**config.mk**
```make
export PLATFORM = sky130hd
export DESIGN_NAME = clkdiv_sched_flat
export DESIGN_NICKNAME = d
export VERILOG_FILES = /design/src/rtl/clkdiv_sched_if.sv /design/src/rtl/clkdiv_sched.sv /design/src/flat_wrapper.sv
export SDC_FILE = /design/constraint.sdc
export NUM_CORES = 1
export LEC_CHECK = 0
export BUFFER_PORTS_ARGS = -buffer_cell sky130_fd_sc_hd__buf_2
export CAP_MARGIN = 0
export CORE_MARGIN = 1
export CORE_UTILIZATION = 60
export CTS_CLUSTER_SIZE = 30
export DETAILED_ROUTE_END_ITERATION = 10
export PLACE_DENSITY = 0.81
export RECOVER_POWER = 25
export SKIP_CTS_REPAIR_TIMING = 1
export SLEW_MARGIN = 20
export SYNTH_ARGS = -nofsm -noshare
export SYNTH_HDL_FRONTEND = slang
export SYNTH_SLANG_ARGS = --single-unit
```
**constraint.sdc**
```tcl
create_clock -name clk -period 4.4 [get_ports clk]
set_clock_uncertainty 0.1 [all_clocks]
set_input_delay 0.44 -clock clk [delete_from_list [all_inputs] [get_ports clk]]
set_output_delay 0.44 -clock clk [all_outputs]
set_load 0.1 [all_outputs]
```
**src/rtl/clkdiv_sched_if.sv**
```systemverilog
// Ratio-change handshake between a configuration master and the clkdiv_sched scheduler.
interface clkdiv_sched_if #(
  parameter int CNT_W = 8
);
  logic             cfg_valid;
  logic [CNT_W-1:0] cfg_div;
  logic             cfg_ready;

  modport master (output cfg_valid, output cfg_div, input  cfg_ready);
  modport slave  (input  cfg_valid, input  cfg_div, output cfg_ready);
endinterface

```
**src/rtl/clkdiv_sched.sv**
```systemverilog
// Programmable divide-by-N scheduler: ratio changes take effect only at a period wrap.
// Optional feature: define CLKDIV_STICKY_ERR_EN to make err sticky until the next legal ratio.
module clkdiv_sched #(
  parameter int CNT_W   = 8,
  parameter int DEF_DIV = 2
) (
  input  logic             clk,
  input  logic             reset,
  input  logic             enable,
  clkdiv_sched_if.slave    cfg,
  output logic             div_out,
  output logic             tick,
  output logic             busy,
  output logic [CNT_W-1:0] cur_div,
  output logic             err
);

  typedef enum logic [1:0] {IDLE, RUN, PEND} state_e;

  state_e           state_q, state_d;
  logic [CNT_W-1:0] cnt_q, cnt_d;
  logic [CNT_W-1:0] div_q, div_d;
  logic [CNT_W-1:0] pend_q, pend_d;
  logic             div_out_q, tick_q, busy_q, err_q, err_d;
  logic [CNT_W:0]   half_d;
  logic             acc, acc_legal, acc_illegal, wrap;

  assign cfg.cfg_ready = (state_q != PEND);
  assign acc           = cfg.cfg_valid && cfg.cfg_ready;
  assign acc_legal     = acc && (cfg.cfg_div >= CNT_W'(2));
  assign acc_illegal   = acc && !acc_legal;
  assign wrap          = (state_q != IDLE) && (cnt_q == div_q - CNT_W'(1));

  // NOTE: every signal assigned here gets a default first so no latch is inferred.
  always_comb begin
    state_d = state_q;
    cnt_d   = cnt_q;
    div_d   = div_q;
    pend_d  = pend_q;
    unique case (state_q)
      IDLE: begin
        cnt_d = '0;
        if (acc_legal) div_d = cfg.cfg_div;
        if (enable) state_d = RUN;
      end
      RUN, PEND: begin
        if (wrap) begin
          // A ratio accepted on the wrap cycle itself skips the pending register.
          cnt_d = '0;
          if (state_q == PEND)  div_d = pend_q;
          else if (acc_legal)   div_d = cfg.cfg_div;
          state_d = enable ? RUN : IDLE;
        end else begin
          cnt_d = cnt_q + CNT_W'(1);
          if (acc_legal) begin
            pend_d  = cfg.cfg_div;
            state_d = PEND;
          end
        end
      end
      default: state_d = IDLE;
    endcase
    half_d = ({1'b0, div_d} + (CNT_W+1)'(1)) >> 1;
  end

`ifdef CLKDIV_STICKY_ERR_EN
  assign err_d = acc_illegal ? 1'b1 : (acc_legal ? 1'b0 : err_q);
`else
  assign err_d = acc_illegal;
`endif

  // Outputs are registered from next-state values so they line up with cnt_q/state_q.
  // NOTE: sequential state uses non-blocking assignments only.
  always_ff @(posedge clk or posedge reset) begin
    if (reset) begin
      state_q   <= IDLE;
      cnt_q     <= '0;
      div_q     <= CNT_W'(DEF_DIV);
      pend_q    <= '0;
      div_out_q <= 1'b0;
      tick_q    <= 1'b0;
      busy_q    <= 1'b0;
      err_q     <= 1'b0;
    end else begin
      state_q   <= state_d;
      cnt_q     <= cnt_d;
      div_q     <= div_d;
      pend_q    <= pend_d;
      div_out_q <= (state_d != IDLE) && ({1'b0, cnt_d} < half_d);
      tick_q    <= (state_d != IDLE) && (cnt_d == div_d - CNT_W'(1));
      busy_q    <= (state_d != IDLE);
      err_q     <= err_d;
    end
  end

  assign div_out = div_out_q;
  assign tick    = tick_q;
  assign busy    = busy_q;
  assign cur_div = div_q;
  assign err     = err_q;

endmodule

```
**src/flat_wrapper.sv**
```systemverilog
// flat-port wrapper written by rule: the top's interface ports become plain ports
module clkdiv_sched_flat 
#(
  parameter int CNT_W   = 8,
  parameter int DEF_DIV = 2
)
  (clk, reset, enable, div_out, tick, busy, cur_div, err, cfg_cfg_valid, cfg_cfg_div, cfg_cfg_ready);
  clkdiv_sched_if #(.CNT_W(CNT_W)) cfg_i ();
  input  logic clk;
  input  logic reset;
  input  logic enable;
  output logic div_out;
  output logic tick;
  output logic busy;
  output logic [CNT_W-1:0] cur_div;
  output logic err;
  input wire logic [$bits(cfg_i.cfg_valid)-1:0] cfg_cfg_valid;
  input wire logic [$bits(cfg_i.cfg_div)-1:0] cfg_cfg_div;
  output wire logic [$bits(cfg_i.cfg_ready)-1:0] cfg_cfg_ready;
  assign cfg_i.cfg_valid = cfg_cfg_valid;
  assign cfg_i.cfg_div = cfg_cfg_div;
  assign cfg_cfg_ready = cfg_i.cfg_ready;
  clkdiv_sched #(.CNT_W(CNT_W), .DEF_DIV(DEF_DIV)) u_core (.clk(clk), .reset(reset), .enable(enable), .cfg(cfg_i), .div_out(div_out), .tick(tick), .busy(busy), .cur_div(cur_div), .err(err));
endmodule
```
==> metrics.txt <==
Finished Core Util 70.5%; CP Launch Type flop; Post-Syn Area 2500 um^2; Post-synth ARST share 100%; top-level port count 25; layout cells sized above 1 22.3%; Storage cell area 753 um^2; Die H 66.6 um; FMAX 246 MHz; setup repair after global routing missed its margin no; Sink Count 30; CTS H-tree lvls 2; Avg Cell Area, Syn 9.20 um^2; failing checks capacitance limit, slew limit; antenna violations before repair 0; Area growth syn-to-layout 12.8%; maxcap violations 1; via count 2267; Starting DRT DRC Count 174; Worst slew margin -7.03%; outcome finished with violations; Fin Hold WS 326 ps; die area 4430 um^2; Peak supply drop 546 uV; Initial Utilization 62.6%; Final Cell Area 2820 um^2; first-pass GRT wire length 10500 um; grt ovf 0; Vias/cell 6.39; clk buf depth 2; Crit Path Max Fanout 13; Multi-input gate area 1640 um^2; Power Density 878 nW/um^2; Placer Congestion 0.895; Placed Area 2710 um^2; final WL 6540 um; Core ar. 4000 um^2; clk slew on worst S/H paths 70 ps; minimum clock period 4060 ps; ANT cells 0; Avg WL per Cell 18.4 um; Pleak 1.27 nW; CP endpoint kind flop; HP Class input port to flop; CTS root buf clkbuf_8; largest net degree at the start of global routing 31; vias in the first global route 2152; Final Power 0.00248 W; EDFF count, synth 0; CP arrival 4170 ps; Slew @ Worst Pin 1610 ps; FP Rows 23; total CTS buffers 5; Final Hold Fails 0; final setup violation count 0; post-synthesis register bit count 30; setup TNS 0 ps; Synth Warn # 0; max-slew violations 31; fill count 325; Post-Syn Nets 298; Worst-Skew Late Latency 280 ps; Main synth FF type dfrtp_1; Required @ worst endpoint 4520 ps; Mapped Cells 272; DRC 0; DP Wirelength 4980 um; post-synth cell types 61; Nets 330; crit path kind flop to flop; GRT Overall Usage 32.5%; register area share after synthesis 30.0%; die extent in x 66.6 um; final worst path period share 92.2%; Port Buf Inserts 24; TritonRoute pass-1 iters 5; ANT nets after route 0; CTS tree done
critical path: stages, from the launching register on:
cell	delay [ps]
dfstp_2	620
inv_1	60
ha_1	280
xnor2_1	130
nor3_1	160
nand4_1	130
a211oi_2	160
buf_4	240
o21bai_4	140
a211oi_1	350
inv_1	130
ha_1	230
nand2_1	100
nor4_1	60
xnor2_1	170
ha_1	300
a21o_1	180
a21o_1	170
a21oi_1	130
o211a_1	150
Yosys cell counts, types with 7 or more instances:
cell type / count / share of area (%)
a21oi_1: 7 / 1.4
dfrtp_1: 29 / 29
ha_1: 14 / 7.0
inv_1: 15 / 2.2
mux2_2: 9 / 4.1
nand2_1: 27 / 4.1
nand3_1: 8 / 1.6
nor2_1: 13 / 2.0
nor3_1: 10 / 2.0
o21ai_0: 12 / 2.4
xnor2_1: 21 / 7.4
xor2_1: 8 / 2.8
cells by family (layout without fill, tap and decap cells):
group,after synthesis,count (layout),share of synthesized area [%]
buffers and inverters,26,59,4.55
muxes,12,12,5.45
DFF,30,30,30.1
xor gates and xnor gates,29,29,10.2
adders and majority gates,14,14,7.00
and+or+nand+nor,93,93,19.8
AOI/OAI and AO/OA,68,68,23.1
per-layer routing:
metal	GRT usage (%)	vias up	wire, um
met2	51.5	85	3090
met3	5.65	21	461
met5	0	-	0
li1	-	1069	-
met1	41.8	1092	2770
met4	17.3	0	214
registers in the layout, summed over array words and instances, names as in the netlist:
register        cells
u_core.state_q      2
u_core.tick         1
u_core.err          1
u_core.busy         1
u_core.cnt_q        8
u_core.cur_div      8
u_core.pend_q       8
u_core.div_out      1
power by group:
group / switching (W) / internal (W) / leakage, nW / total (W)
logic: 0.00110 / 0.000622 / 0.830 / 0.00172
clock network: 0.000107 / 0.000158 / 0.0575 / 0.000265
registers: 0.000117 / 0.000377 / 0.381 / 0.000494
through the flow:
| step | instances | setup slack (ps) |
|---|---|---|
| floorplan | 272 | 119 |
| global placement | 347 | 481 |
| detailed placement | 347 | 309 |
| CTS | 355 | 278 |
| global route | 355 | 96.4 |
| finish | 355 | 343 |
cell type report:
class | instances | share of cell area, %
multi-input combinational | 216 | 58.3
sequential | 30 | 26.7
timing repair buffer | 33 | 6.52
clock buffer | 8 | 3.90
inverter | 18 | 2.39
tap | 50 | 2.22
layout by cell type (no fill, tap or decap), types with 3 or more instances in the layout:
cell      netlist  routed
xnor2_1        21      21
nor3b_1         4       4
a21oi_1         7       7
nand4_1         5       5
nand2b_1        3       3
and2_1          4       4
mux2_2          9       9
a31oi_1         3       3
o21a_1          4       4
inv_1          15      15
inv_2           3       3
a221o_1         3       3
clkbuf_8        0       8
buf_4           0       8
nor2_1         13      13
nand3_1         8       8
nor3_1         10      10
nor2b_1         3       3
xor2_1          8       8
o21ai_0        12      12
a211oi_2        3       3
buf_2           1      24
nand2_1        27      27
dfrtp_1        29      28
ha_1           14      14
a21o_1          4       4
and3_1          3       3
o2111a_1        3       3
a22oi_1         4       4
final timing paths:
kind | startpoint | endpoint | slack (ps) | cells after the start
min in group asynchronous | reset | u_core.pend_q[6] | 610 | 3
hold reg to reg | u_core.pend_q[4] | u_core.pend_q[4] | 410 | 1
setup reg to reg | u_core.cur_div[1] | u_core.div_out | 340 | 19
hold / removal | enable | u_core.state_q[0] | 330 | 3
max in group asynchronous | reset | u_core.cur_div[0] | 2540 | 3
setup / recovery | u_core.cur_div[1] | u_core.div_out | 340 | 19
(Power assumes the default switching activity.)
